**src/rtl/mem_port_arbiter.sv**
```systemverilog
// Three-way arbiter (fetch, data, external) sharing one 8-bit memory port.
// Sequences IDLE -> ISSUE -> WAIT -> COMPLETE with d > x > f priority and fetch anti-starvation.
module mem_port_arbiter #(
    parameter int unsigned MEM_LATENCY  = 1,
    parameter int unsigned STARVE_LIMIT = 4
) (
    input  logic       clock,
    input  logic       reset_n,
    input  logic       f_req,
    input  logic [7:0] f_addr,
    output logic       f_gnt,
    output logic       f_done,
    output logic [7:0] f_rdata,
    input  logic       d_req,
    input  logic       d_we,
    input  logic [7:0] d_addr,
    input  logic [7:0] d_wdata,
    output logic       d_gnt,
    output logic       d_done,
    output logic [7:0] d_rdata,
    input  logic       x_req,
    input  logic       x_we,
    input  logic [7:0] x_addr,
    input  logic [7:0] x_wdata,
    output logic       x_gnt,
    output logic       x_done,
    output logic [7:0] x_rdata,
    output logic [7:0] address,
    output logic [7:0] to_mem,
    input  logic [7:0] from_mem,
    output logic       mem_clock,
    output logic       mem_write,
    output logic       busy
);

    localparam int unsigned LAT_W = (MEM_LATENCY > 2) ? $clog2(MEM_LATENCY) : 1;
    localparam int unsigned STV_W = (STARVE_LIMIT > 0) ? $clog2(STARVE_LIMIT + 1) : 1;

    typedef enum logic [1:0] {S_IDLE, S_ISSUE, S_WAIT, S_COMPLETE} state_t;
    typedef enum logic [1:0] {P_NONE, P_F, P_D, P_X} port_t;

    state_t           state_q, state_d;
    port_t            owner_q, owner_d, excl, pick;
    logic             we_q, we_d;
    logic [7:0]       addr_d, wdata_d;
    logic [LAT_W-1:0] lat_q, lat_d;
    logic [STV_W-1:0] starve_q, starve_d;
    logic             arb_en, f_ok, d_ok, x_ok;
    logic             mem_clock_d, mem_write_d, busy_d;
    logic             f_gnt_d, d_gnt_d, x_gnt_d, f_done_d, d_done_d, x_done_d;

    // State register and registered outputs
    always_ff @(posedge clock or negedge reset_n) begin
        if (!reset_n) begin
            state_q   <= S_IDLE;
            owner_q   <= P_NONE;
            we_q      <= 1'b0;
            lat_q     <= '0;
            starve_q  <= '0;
            address   <= 8'h00;
            to_mem    <= 8'h00;
            mem_clock <= 1'b0;
            mem_write <= 1'b0;
            busy      <= 1'b0;
            f_gnt     <= 1'b0;
            d_gnt     <= 1'b0;
            x_gnt     <= 1'b0;
            f_done    <= 1'b0;
            d_done    <= 1'b0;
            x_done    <= 1'b0;
            f_rdata   <= 8'h00;
            d_rdata   <= 8'h00;
            x_rdata   <= 8'h00;
        end else begin
            state_q   <= state_d;
            owner_q   <= owner_d;
            we_q      <= we_d;
            lat_q     <= lat_d;
            starve_q  <= starve_d;
            address   <= addr_d;
            to_mem    <= wdata_d;
            mem_clock <= mem_clock_d;
            mem_write <= mem_write_d;
            busy      <= busy_d;
            f_gnt     <= f_gnt_d;
            d_gnt     <= d_gnt_d;
            x_gnt     <= x_gnt_d;
            f_done    <= f_done_d;
            d_done    <= d_done_d;
            x_done    <= x_done_d;
            // from_mem is valid during COMPLETE; captured for loads only
            if (state_q == S_COMPLETE && !we_q) begin
                case (owner_q)
                    P_F:     f_rdata <= from_mem;
                    P_D:     d_rdata <= from_mem;
                    P_X:     x_rdata <= from_mem;
                    default: ;
                endcase
            end
        end
    end

    // Next state, arbitration and next output values
    always_comb begin
        state_d  = state_q;
        owner_d  = owner_q;
        we_d     = we_q;
        addr_d   = address;
        wdata_d  = to_mem;
        lat_d    = lat_q;
        starve_d = starve_q;
        arb_en   = 1'b0;
        excl     = P_NONE;
        pick     = P_NONE;

        case (state_q)
            S_IDLE: arb_en = 1'b1;
            S_ISSUE: begin
                if (MEM_LATENCY > 1) begin
                    state_d = S_WAIT;
                    lat_d   = LAT_W'(MEM_LATENCY - 2);
                end else begin
                    state_d = S_COMPLETE;
                end
            end
            S_WAIT: begin
                if (lat_q == '0) state_d = S_COMPLETE;
                else             lat_d   = lat_q - LAT_W'(1);
            end
            S_COMPLETE: begin
                arb_en = 1'b1;
                excl   = owner_q;
            end
            default: state_d = S_IDLE;
        endcase

        // The port just served sits out one arbitration round
        f_ok = f_req && (excl != P_F);
        d_ok = d_req && (excl != P_D);
        x_ok = x_req && (excl != P_X);
        if (f_ok && (starve_q >= STV_W'(STARVE_LIMIT))) pick = P_F;
        else if (d_ok)                                 pick = P_D;
        else if (x_ok)                                 pick = P_X;
        else if (f_ok)                                 pick = P_F;

        if (arb_en) begin
            owner_d = pick;
            case (pick)
                P_F: begin
                    state_d = S_ISSUE;
                    we_d    = 1'b0;
                    addr_d  = f_addr;
                    wdata_d = 8'h00;
                end
                P_D: begin
                    state_d = S_ISSUE;
                    we_d    = d_we;
                    addr_d  = d_addr;
                    wdata_d = d_wdata;
                end
                P_X: begin
                    state_d = S_ISSUE;
                    we_d    = x_we;
                    addr_d  = x_addr;
                    wdata_d = x_wdata;
                end
                default: state_d = S_IDLE;
            endcase
        end

        if (!f_req || (arb_en && pick == P_F)) begin
            starve_d = '0;
        end else if (arb_en && (pick == P_D || pick == P_X)
                     && (starve_q < STV_W'(STARVE_LIMIT))) begin
            starve_d = starve_q + STV_W'(1);
        end

        mem_clock_d = (state_d == S_ISSUE);
        mem_write_d = (state_d == S_ISSUE) && we_d;
        busy_d      = (state_d != S_IDLE);
        f_gnt_d     = busy_d && (owner_d == P_F);
        d_gnt_d     = busy_d && (owner_d == P_D);
        x_gnt_d     = busy_d && (owner_d == P_X);
        f_done_d    = (state_d == S_COMPLETE) && (owner_d == P_F);
        d_done_d    = (state_d == S_COMPLETE) && (owner_d == P_D);
        x_done_d    = (state_d == S_COMPLETE) && (owner_d == P_X);
    end

endmodule

```
**config.mk**
```make
export PLATFORM = sky130hd
export DESIGN_NAME = mem_port_arbiter
export DESIGN_NICKNAME = d
export VERILOG_FILES = /design/src/rtl/mem_port_arbiter.sv
export SDC_FILE = /design/constraint.sdc
export NUM_CORES = 1
export LEC_CHECK = 0
export CAP_MARGIN = 20
export CORE_MARGIN = 3
export CORE_UTILIZATION = 48
export CTS_BUF_LIST = sky130_fd_sc_hd__clkbuf_4
export DETAILED_ROUTE_END_ITERATION = 8
export HOLD_SLACK_MARGIN = 0.08
export PLACE_DENSITY = 0.9
export SKIP_CTS_REPAIR_TIMING = 1
export SYNTH_ARGS = -nofsm -noshare
export SYNTH_HDL_FRONTEND = slang
export SYNTH_SLANG_ARGS = --single-unit
```
**constraint.sdc**
```tcl
create_clock -name clock -period 3.35 [get_ports clock]
set_input_delay 0.335 -clock clock [delete_from_list [all_inputs] [get_ports clock]]
set_output_delay 0.335 -clock clock [all_outputs]
set_load 0.02 [all_outputs]
```
### Word level (Yosys, flattened, before mapping)

Index checks and enable logic that the tools add are counted.

* add/subtract/negate cells: 2
* order comparisons: 2
* equal/unequal tests: 17
* muxes and demuxes: 18
* reduce and logical (&&, ||, !) cells: 29

Operator list (count)
* $pmux W8 S3: 2
* $eq A2 B2 Y1 const B: 9
* $logic_and A1 B1 Y1: 15
* $mux W2: 7
* $eq A2 B1 Y1 const B: 5
* $reduce_and A2 Y1: 4
* $mux W3: 2
* $mux W1: 5
* $ne A2 B2 Y1 const B: 2
* $pmux W2 S2: 1
* $reduce_bool A2 Y1: 2
* $add A3 B1 Y3 const B: 1
* $ge A3 B3 Y1 const B: 1
* $lt A3 B3 Y1 const B: 1
* $pmux W1 S3: 1
* $reduce_bool A3 Y1: 1
* $reduce_or A3 Y1: 1
* $logic_not A1 Y1: 2
* $logic_not A2 Y1: 1
* $logic_or A1 B1 Y1: 2
* $ne A2 B1 Y1 const B: 1
* $reduce_or A2 Y1: 1
* $sub A1 B1 Y1 const B: 1

* bits in registers: 58
* input port bits: 55
* output and inout bits: 49
* word-level logic and storage cells: 87

### Longest topological paths before layout

Gate-level depths: netlist of run 1.

* depth in word-level cells: 14
* gate-level depth with buffers: 8

### Worst setup path before layout of run 1

OpenSTA, ideal clock, no wires.

* kind: register to register
* from: register state_q[0]
* to: register address[6]
* library setup time: 0.130 ns
* data arrival time: 1.563 ns
* required time: 3.220 ns
* slack: 1.657 ns
* cell stages (with the launch flop): 9
* path through: dfrtp_1 > ha_1 > buf_4 > and3b_1 > nor2_2 > nor2_2 > buf_6 > a222oi_1 > a21oi_1

* longest elaborated chain between the ends: 11
* elaborated cells between the ends (all ways): 22

RTL lines
* from (decl): RTL line 42 `state_t state_q, state_d;`
* from (signal assigned): RTL line 75 `state_q <= state_d;`
* $eq A2 B2 Y1: RTL line 116 `case (state_q)`
* $mux W2: RTL line 116
* $ne A2 B1 Y1: RTL line 138 `f_ok = f_req && (excl != P_F);`
* $logic_and A1 B1 Y1: RTL line 138
* $mux W1: RTL line 144 `else if (f_ok) pick = P_F;`
* $mux W2: RTL line 143 `else if (x_ok) pick = P_X;`
* $mux W2: RTL line 142 `else if (d_ok) pick = P_D;`
* $mux W2: RTL line 141 `if (f_ok && (starve_q >= STV_W'(STARVE_LIMIT))) pick = P_F;`
* $eq A2 B1 Y1 / $eq A2 B2 Y1 (equally long branches): RTL line 148 `case (pick)`
* $reduce_bool A3 Y1 (no source line)
* $reduce_and A2 Y1 (no source line)
* to (signal assigned): RTL line 80 `address <= addr_d;`
* to (decl): RTL line 28 `output logic [7:0] address,`

Several ways; a longest one is shown, not always the timed one.
A chain may end at the register's enable or synchronous reset.

### Worst setup path after layout of run 1

* from: register state_q[1]
* to: register to_mem[7]

* longest elaborated chain between the ends: 11
* elaborated cells between the ends (all ways): 22

RTL lines
* $eq A2 B2 Y1: RTL line 116
* $mux W2: RTL line 116
* $ne A2 B1 Y1: RTL line 138
* $logic_and A1 B1 Y1: RTL line 138
* $mux W1: RTL line 144
* $mux W2: RTL line 143
* $mux W2: RTL line 142
* $mux W2: RTL line 141
* $eq A2 B1 Y1 / $eq A2 B2 Y1 (equally long branches): RTL line 148
* $reduce_bool A3 Y1 (no source line)
* $reduce_and A2 Y1 (no source line)
* to (signal assigned): RTL line 81 `to_mem <= wdata_d;`
* to (decl): RTL line 29 `output logic [7:0] to_mem,`

Several ways; a longest one is shown, not always the timed one.

==> results by group, run 1 <==
Status
  • Outcome: finished, final reports clean

Layout
  • ANT cells: 0
  • Share of post-route cells with drive strength above 1: 18.27%
  • Nets: 376
  • Finished Core Util: 76.20%
  • Area delta synth->final: 47.05%

Power
  • Final Power: 3782 uW
  • Pwr/cell area: 1011 nW/um^2
  • Leak pwr: 0.001577 uW
  • Maximum vdd drop: 0.5496 mV

Critical path
  • Startpoint types: flop
  • Critical path class: flop to flop
  • CP max-delay cell: nor2_2
  • CP cell instances: ha_1 -> and3b_1 -> nor2_2 -> nor2_2 -> a22oi_1 -> a21oi_1
  • Worst Path Arrival: 2350 ps
  • Crit path capture type: flop
  • Critical path fanouts, max: 14
  • Buf/Inv on CP: 0
  • Worst EP required: 3670 ps
  • CP peak stage delay: 470 ps
  • CP dominant cell by count: nor2_2
  • CP delay by family, top: simple AND/OR/NAND/NOR gates

Flow run
  • Max capacitance violation total: 0

Logic synthesis
  • Post-synth net total: 272
  • Yosys cell types: 41
  • Post-Syn Area: 2545 sq um
  • Async SR Flop Fraction: 100.0%
  • #FFs+latches synth: 57
  • Seq/Total Area, Yosys: 56.05%
  • Syn Area/Cell: 11.89 sq um
  • Post-Syn Instances: 214
  • Number of flops mapped to enable cells by yosys: 0
  • Yosys warns: 0
  • Main synth FF type: dfrtp_1

Floorplanning
  • FP Rows: 25
  • Total die area: 6212 sq um
  • Ports: 104
  • Core ar.: 4911 sq um
  • DIE WIDTH: 78.82 microns
  • Die height: 78.82 microns
  • Starting Density: 51.82%

Detailed routing
  • Via/cell ratio: 5.413
  • Metal2 WL: 3028 microns
  • ANT nets after route: 0
  • WL/cell: 16.51 microns
  • M1 WL: 2701 microns
  • Routed wl met3: 527 microns
  • DR DRC count: 0
  • DRT Pass-1 Iters: 7
  • Iter 0 DRT Violations: 148
  • DR vias: 2111
  • Max Used Layer: met4
  • Wirelength, routed: 6437 microns

Placement
  • Number of port buffers: 103
  • Global placer's final weighted congestion: 0.7726
  • DP HPWL: 4686 microns

Clock tree
  • CTS tree: yes
  • Worst-skew pair later-pin latency: 400 ps
  • Num CTS Buffers: 9
  • CTS H-tree lvls: 3
  • Clock Sinks: 57
  • Root buffer cell: clkbuf_4
  • Clock buffer depth: 2
  • Clock-pin slew on the worst setup and hold paths: 100 ps

Timing
  • Tmin final: 2025 ps
  • Slew Viols, Final: 0
  • Max Freq: 493.9 MHz
  • Clock Skews: 12.94 ps
  • Final Hold Vio Count: 0
  • Setup TNS: 0 ps
  • Period utilization: 60.44%
  • Worst slew pin tran: 827.2 ps
  • RSZ-0062 raised after global routing: false
  • Relative slew slack: 44.85%
  • Final setup fails: 0

Global routing
  • Largest net degree at the start of global routing: 38
  • First-pass GRT wire length: 10430 microns
  • Total gr overflow: 0
  • Vias in the first global route: 2091
  • Total track usage: 21.91%
  • Initial antenna violation count: 0

Worst hold path
  • Worst min-delay path category: flop to flop
## cell usage after synthesis, types with 3 or more instances
| master | n | area, sq um |
|---|---|---|
| dfrtp_1 | 57 | 1426 |
| mux2_2 | 25 | 281.5 |
| nor2_1 | 24 | 90.09 |
| a21oi_1 | 20 | 100.1 |
| a22oi_1 | 8 | 60.06 |
| nand2_1 | 8 | 30.03 |
| a222oi_1 | 6 | 60.06 |
| inv_1 | 6 | 22.52 |
| nand3_1 | 6 | 30.03 |
| buf_4 | 5 | 37.54 |
| buf_2 | 4 | 20.02 |
| nand2b_1 | 4 | 25.02 |
| nor2_2 | 4 | 25.02 |
| buf_6 | 3 | 33.78 |
| ha_1 | 3 | 37.54 |
## cell usage in the layout, fill, tap and decap left out, types with 2 or more instances in the layout
master,count
clkdlybuf4s50_1,102
or2_2,2
ha_1,3
nand4_1,2
nor2_1,24
nand3b_1,2
nor2_2,4
buf_4,2
a22oi_1,8
clkbuf_4,10
nand3_1,6
a21oi_1,20
o21bai_1,2
inv_1,6
dfrtp_1,57
nand2b_1,4
o21ai_0,2
a222oi_1,6
clkinv_2,2
nand2_1,8
bufinv_16,2
mux2_2,25
## registers in the layout, summed over array words and instances (netlist names)
name / count
x_gnt: 1
mem_write: 1
d_gnt: 1
f_gnt: 1
busy: 1
x_done: 1
mem_clock: 1
address: 8
d_rdata: 8
owner_q: 2
we_q: 1
f_rdata: 8
starve_q: 3
d_done: 1
x_rdata: 8
f_done: 1
to_mem: 8
state_q: 2
## path summary, 6_finish.rpt
| path | start | slack [ps] | to | depth (start not counted) |
|---|---|---|---|---|
| setup / recovery | state_q[1]$_DFF_PN0_ | 1330 | to_mem[7]$_DFFE_PN0P_ | 6 |
| hold / removal | f_rdata[5]$_DFFE_PN0P_ | 510 | f_rdata[5]$_DFFE_PN0P_ | 1 |
| setup reg to reg | state_q[1]$_DFF_PN0_ | 1330 | to_mem[7]$_DFFE_PN0P_ | 6 |
| hold reg to reg | f_rdata[5]$_DFFE_PN0P_ | 510 | f_rdata[5]$_DFFE_PN0P_ | 1 |
| max in group asynchronous | reset_n | 2010 | address[3]$_DFFE_PN0P_ | 3 |
| min in group asynchronous | reset_n | 570 | starve_q[2]$_DFFE_PN0P_ | 2 |
## logic make-up (layout without fill, tap and decap cells)
group                    after synthesis  after routing  synth area share [%]
AO/OA/AOI/OAI                         48             48                 13.82
XOR/XNOR                               1              1                0.3442
adder cells (fa/ha/maj)                3              3                 1.475
buffers and inverters                 19            128                 4.621
flip-flops                            57             57                 56.05
multiplexers                          26             26                 11.46
AND/OR/NAND/NOR                       60             60                 12.24
## metrics by stage
| stage | setup slack, ps | std cells | instance area (sq um) | hold WS [ps] |
|---|---|---|---|---|
| floorplan | 1657 | 214 | 2545 | 39.41 |
| global placement | 1159 | 373 | 3575 | 467.8 |
| detailed placement | 1097 | 373 | 3575 | 475.6 |
| CTS | 1329 | 389 | 3732 | 37.17 |
| global route | 1193 | 390 | 3742 | 532.1 |
| finish | 1325 | 390 | 3742 | 511.7 |
## layout make-up
cell class	count	area (sq um)
Clock buffer	10	75.07
Clock inverter	6	82.58
Multi-Input combinational cell	138	1001
Sequential cell	57	1426
Inverter	6	22.52
Timing Repair Buffer	106	1051
Tap cell	67	83.83
Fill cell	334	1169
## routing by layer
metal / track usage [%] / vias to the layer above
met5: 0 / -
met4: 10.82 / 0
met3: 6.236 / 18
met2: 33.70 / 109
met1: 28.53 / 1002
li1: - / 982
## worst reg2reg max path: cells and delay by family (launching register included)
family,cells,cell delay (ps)
AND/OR/NAND/NOR,3,860
flip-flops,1,370
adder cells (fa/ha/maj),1,370
AO/OA/AOI/OAI,2,360
## power breakdown
| group | switching (uW) | internal (uW) |
|---|---|---|
| Clock | 256 | 308 |
| Sequential | 191 | 1020 |
| Combinational | 1060 | 944 |
(Power assumes the default switching activity.)
==> run 2: changes to the inputs <==
Settings changed: CORE_UTILIZATION 48 to 40, PLACE_DENSITY 0.9 to 0.8.
Clock period 3.35 ns to 1.8 ns, I/O delays scaled along.
==> run 2 against run 1 <==
Effect of this change:
- via count increased by 6.0%
- combinational power increased by 120%
- utilization decreased by 7.8 points
- global-route usage decreased by 3.6 points
- highest routed layer unchanged
- design area increased by 10%
- non-clock buffer count increased by 34
- largest cell class unchanged
- hold slack got worse by 180 ps
- clock power increased by 81%
==> results by group, run 2 (same netlist as run 1, synthesis figures left out) <==
Power
  • Maximum vdd drop: 1.198 mV (was 0.5496 mV)
  • Leak pwr: 0.001760 uW (was 0.001577 uW)
  • Pwr/cell area: 1882 nW/um^2 (was 1011 nW/um^2)

Worst hold path
  • Worst min-delay path category: primary input to asynchronous set/reset pin (was flop to flop)

Placement
  • Global placer's final weighted congestion: 0.8173 (was 0.7726)
  • DP HPWL: 4976 microns (was 4686 microns)
  • Number of port buffers: 103 (unchanged)

Floorplanning
  • Core ar.: 6026 sq um (was 4911 sq um)
  • Die height: 85.77 microns (was 78.82 microns)
  • Ports: 104 (unchanged)
  • Starting Density: 42.23% (was 51.82%)
  • DIE WIDTH: 85.77 microns (was 78.82 microns)
  • Total die area: 7356 sq um (was 6212 sq um)
  • FP Rows: 28 (was 25)

Critical path
  • WP depth: 7 (was 6)
  • Critical path class: flop to flop (unchanged)
  • CP delay by family, top: compound AO/OA/AOI/OAI gates (was simple AND/OR/NAND/NOR gates)
  • Worst R2R Path Depth: 7 (was 6)
  • Worst EP required: 2070 ps (was 3670 ps)
  • Buf/Inv on CP: 2 (was 0)
  • Startpoint types: flop (unchanged)
  • CP peak stage delay: 420 ps (was 470 ps)
  • Crit path capture type: flop (unchanged)
  • CP dominant cell by count: buf_6 (was nor2_2)
  • Critical path fanouts, max: 7 (was 14)
  • Worst r2r src: state_q[0]$_DFF_PN0_ (was state_q[1]$_DFF_PN0_)
  • CP cell instances: ha_4 -> buf_6 -> and3b_2 -> o221ai_2 -> buf_6 -> a222oi_1 -> a21oi_1 (was ha_1 -> and3b_1 -> nor2_2 -> nor2_2 -> a22oi_1 -> a21oi_1)
  • CP max-delay cell: dfrtp_1 (was nor2_2)
  • CP startpoint: state_q[0]$_DFF_PN0_ (was state_q[1]$_DFF_PN0_)
  • Worst Path Arrival: 2050 ps (was 2350 ps)

Detailed routing
  • Via/cell ratio: 5.178 (was 5.413)
  • WL/cell: 15.68 microns (was 16.51 microns)
  • ANT nets after route: 0 (unchanged)
  • Iter 0 DRT Violations: 117 (was 148)
  • DR DRC count: 0 (unchanged)
  • DRT Pass-1 Iters: 4 (was 7)
  • DR vias: 2237 (was 2111)
  • Wirelength, routed: 6774 microns (was 6437 microns)

Clock tree
  • CTS H-tree lvls: 3 (unchanged)
  • Worst-skew pair later-pin latency: 390 ps (was 400 ps)
  • CTS tree: yes (unchanged)
  • Clock Sinks: 57 (unchanged)
  • Root buffer cell: clkbuf_4 (unchanged)
  • Clock-pin slew on the worst setup and hold paths: 100 ps (about the same)
  • Num CTS Buffers: 9 (unchanged)
  • Clock buffer depth: 2 (unchanged)

Layout
  • Nets: 410 (was 376)
  • Fill count: 455 (was 334)
  • Most common cell after layout, fill and taps aside: clkdlybuf4s50_1 (unchanged)
  • Reg area: 1428 sq um (was 1426 sq um)
  • ANT cells: 0 (unchanged)
  • Share of post-route cells with drive strength above 1: 27.45% (was 18.27%)
  • Area delta synth->final: 62.00% (was 47.05%)
  • Multi-input gate area: 1046 sq um (was 1001 sq um)
  • Most frequent cells in the layout: clkdlybuf4s50_1 (102), dfrtp_1 (56), buf_4 (27) (was clkdlybuf4s50_1 (102), dfrtp_1 (57), mux2_2 (25))

Timing
  • Max Freq: 560.8 MHz (was 493.9 MHz)
  • Final Hold Vio Count: 0 (unchanged)
  • Hold Slack: 331.3 ps (was 511.7 ps)
  • RSZ-0062 raised after global routing: true (was false)
  • Relative slew slack: 58.07% (was 44.85%)
  • Period utilization: 99.06% (was 60.44%)
  • Tmin final: 1783 ps (was 2025 ps)
  • Worst slew pin tran: 629.0 ps (was 827.2 ps)
  • Setup TNS: 0 ps (unchanged)
  • Slew Viols, Final: 0 (unchanged)
  • Clock Skews: 6.352 ps (was 12.94 ps)
  • Final setup fails: 0 (unchanged)

Global routing
  • Initial antenna violation count: 0 (unchanged)
  • Total track usage: 18.35% (was 21.91%)
  • Total gr overflow: 0 (unchanged)
  • Largest net degree at the start of global routing: 36 (was 38)
  • First-pass GRT wire length: 10610 microns (was 10430 microns)
  • Vias in the first global route: 2239 (was 2091)

Flow run
  • Max capacitance violation total: 0 (unchanged)

Status
  • Outcome: finished, final reports clean (unchanged)
## run 2: worst paths after layout
check                                              end  slack [ps]
worst min-delay path               mem_write$_DFF_PN0_         330
min in group clock                 mem_write$_DFF_PN0_         400
worst max register to register  address[0]$_DFFE_PN0P_          20
worst min register to register  f_rdata[3]$_DFFE_PN0P_         520
max in group asynchronous        to_mem[3]$_DFFE_PN0P_         790
worst max-delay path            address[0]$_DFFE_PN0P_          20
## run 2: report_power, final
part           switching (uW)  leakage (uW)  internal [uW]
clock                     466     0.0000808            549
combinational            2170      0.000997           2320
sequential                351      0.000682           1900
total                    2990       0.00176           4770
## run 2: final cells by class
cell class | count | area share [%]
flip-flops and latches | 57 | 34.63
repair buffers | 140 | 33.47
multi-input cells | 138 | 25.37
well taps | 75 | 2.276
clock inverters | 7 | 2.064
clock buffers | 9 | 1.639
inverters | 6 | 0.5463
## run 2: stage by stage
stage                     area (sq um)  setup WS [ps]  power [uW]  instances  util [%]
after floorplan                   2545          106.6        4510        214         -
after global placement            3817         -361.5        6161        407     63.35
after detailed placement          3817         -501.4        6320        407     63.35
after CTS                         3970         -417.3        7342        423     65.88
after global routing              4123         -80.47        8260        432     68.42
final                             4123          16.91        7760        432     68.42
## run 2: routing by layer
metal	part of all wire, %	GRT usage, %	up-vias	wire length [microns]
li1	-	-	1046	-
met1	41	23.11	1075	2761
met2	49	29.38	104	3295
met3	9.1	6.532	12	618
met4	1.4	6.331	0	98
met5	0	0	-	0
==> run 3: changes to the inputs <==
Settings changed: CORE_MARGIN 3 to unset, CTS_CLUSTER_DIAMETER set to 60.
==> run 3 against run 2 <==
Effect of this change:
- die area fell by 9.1%
- sequential power barely moved
- critical path depth did not move
- wire length fell by 6.9%
- global-route usage rose by 2.2 points
- sequential share of layout area rose by 1.1 points
- flip-flop and latch count did not move
- via count fell by 4.0%
- largest cell class unchanged
==> results by group, run 3 (same netlist as run 1, synthesis figures left out) <==
Global routing
  • Total track usage: 20.55% (was 18.35%)
  • Largest net degree at the start of global routing: 36 (unchanged)
  • Met1 Track Usage GR: 24.98% (was 23.11%)
  • Met3 global-route usage: 5.444% (was 6.532%)
  • Initial antenna violation count: 0 (unchanged)
  • Vias in the first global route: 2195 (was 2239)
  • First-pass GRT wire length: 10050 microns (was 10610 microns)
  • Top Usage Layer GRT: met2 (unchanged)
  • GR Layer Usage met2: 33.97% (was 29.38%)
  • Total gr overflow: 0 (unchanged)

Critical path
  • Critical path fanouts, max: 8 (was 7)
  • CP cell instances: ha_4 -> buf_6 -> and3b_2 -> o221ai_2 -> buf_6 -> a222oi_1 -> a21oi_1 (unchanged)
  • CP peak stage delay: 410 ps (was 420 ps)
  • CP max-delay cell: dfrtp_1 (unchanged)
  • CP dominant cell by count: buf_6 (unchanged)
  • Buf/Inv on CP: 2 (unchanged)
  • CP delay by family, top: compound AO/OA/AOI/OAI gates (unchanged)
  • Crit path capture type: flop (unchanged)
  • Worst EP required: 2070 ps (about the same)
  • Critical path class: flop to flop (unchanged)
  • Startpoint types: flop (unchanged)
  • Worst Path Arrival: 2050 ps (about the same)

Timing
  • Tmin final: 1787 ps (was 1783 ps)
  • Worst setup margin: 12.82 ps (was 16.91 ps)
  • Worst slew pin tran: 446.9 ps (was 629.0 ps)
  • RSZ-0062 raised after global routing: true (unchanged)
  • Hold Slack: 253.4 ps (was 331.3 ps)
  • Period utilization: 99.29% (was 99.06%)
  • Relative slew slack: 70.21% (was 58.07%)
  • Final Hold Vio Count: 0 (unchanged)
  • Clock Skews: 11.04 ps (was 6.352 ps)
  • Final setup fails: 0 (unchanged)
  • Max Freq: 559.5 MHz (was 560.8 MHz)
  • Slew Viols, Final: 0 (unchanged)

Detailed routing
  • DR vias: 2147 (was 2237)
  • Via/cell ratio: 5.076 (was 5.178)
  • DR DRC count: 0 (unchanged)
  • DRT Pass-1 Iters: 5 (was 4)
  • Wirelength, routed: 6307 microns (was 6774 microns)
  • WL/cell: 14.91 microns (was 15.68 microns)
  • ANT nets after route: 0 (unchanged)
  • Iter 0 DRT Violations: 105 (was 117)

Floorplanning
  • Starting Density: 42.23% (unchanged)
  • Core ar.: 6026 sq um (unchanged)
  • Die height: 81.77 microns (was 85.77 microns)
  • DIE WIDTH: 81.77 microns (was 85.77 microns)
  • Ports: 104 (unchanged)
  • FP Rows: 28 (unchanged)
  • Total die area: 6686 sq um (was 7356 sq um)

Status
  • Outcome: finished, final reports clean (unchanged)

Layout
  • ANT cells: 0 (unchanged)
  • Share of post-route cells with drive strength above 1: 25.29% (was 27.45%)
  • Fill count: 484 (was 455)
  • Area delta synth->final: 56.93% (was 62.00%)
  • Nets: 401 (was 410)
  • Most common cell after layout, fill and taps aside: clkdlybuf4s50_1 (unchanged)
  • Most frequent cells in the layout: clkdlybuf4s50_1 (102), dfrtp_1 (56), mux2_2 (25) (was clkdlybuf4s50_1 (102), dfrtp_1 (56), buf_4 (27))
  • Finished Core Util: 66.28% (was 68.42%)

Clock tree
  • Clock Sinks: 57 (unchanged)
  • Clock buffer depth: 2 (unchanged)
  • Worst-skew pair later-pin latency: 390 ps (about the same)
  • Num CTS Buffers: 9 (unchanged)
  • CTS tree: yes (unchanged)
  • Clock-pin slew on the worst setup and hold paths: 110 ps (was 100 ps)
  • Root buffer cell: clkbuf_4 (unchanged)
  • CTS H-tree lvls: 3 (unchanged)

Flow run
  • Max capacitance violation total: 0 (unchanged)

Power
  • Leak pwr: 0.001691 uW (was 0.001760 uW)
  • Maximum vdd drop: 1.014 mV (was 1.198 mV)
  • Pwr/cell area: 1825 nW/um^2 (was 1882 nW/um^2)

Placement
  • Post-Place Worst Slack: -462.0 ps (was -501.4 ps)
  • Global placer's final weighted congestion: 0.8724 (was 0.8173)
  • Number of port buffers: 103 (unchanged)
  • DP HPWL: 4617 microns (was 4976 microns)

Worst hold path
  • Worst min-delay path category: primary input to asynchronous set/reset pin (unchanged)
run 3: area by class of cell:
class / instances / area (sq um) / share of cell area [%]
tap: 75 / 93.84 / 2.350
inverter: 6 / 22.52 / 0.5639
clock inverter: 7 / 71.32 / 1.786
sequential: 57 / 1428 / 35.75
multi-input combinational: 138 / 1032 / 25.85
clock buffer: 9 / 67.56 / 1.692
timing repair buffer: 131 / 1279 / 32.02
run 3: stage by stage:
| stage | setup TNS [ps] | cell area, sq um | power, uW | std cells |
|---|---|---|---|---|
| after CTS | -7385 | 3914 | 7192 | 419 |
| after global routing | -375.8 | 3994 | 7807 | 423 |
| final | 0 | 3994 | 7290 | 423 |
| after global placement | -6199 | 3775 | 6104 | 403 |
| after floorplan | 0 | 2545 | 4510 | 214 |
| after detailed placement | -8603 | 3775 | 6247 | 403 |
run 3: metal layers:
layer | wire (microns) | vias up
met3 | 456 | 10
met4 | 82 | 0
met1 | 2719 | 1008
met2 | 3050 | 98
li1 | - | 1031
met5 | 0 | -
run 3: final timing paths:
kind	startpoint	to	slack, ps	cells after the start
setup / recovery	state_q[1]$_DFF_PN0_	address[0]$_DFFE_PN0P_	10	7
hold / removal	reset_n	we_q$_DFF_PN0_	250	2
setup reg to reg	state_q[1]$_DFF_PN0_	address[0]$_DFFE_PN0P_	10	7
hold reg to reg	f_rdata[6]$_DFFE_PN0P_	f_rdata[6]$_DFFE_PN0P_	520	1
max in group asynchronous	reset_n	to_mem[2]$_DFFE_PN0P_	910	3
min in group clock	x_we	mem_write$_DFF_PN0_	390	3
run 3: power breakdown:
| part | leakage, uW | internal, uW | switching, uW |
|---|---|---|---|
| Combinational | 0.000941 | 2080 | 2040 |
| Clock | 0.0000679 | 420 | 492 |
| Sequential | 0.000682 | 1900 | 350 |
| Total | 0.00169 | 4400 | 2890 |
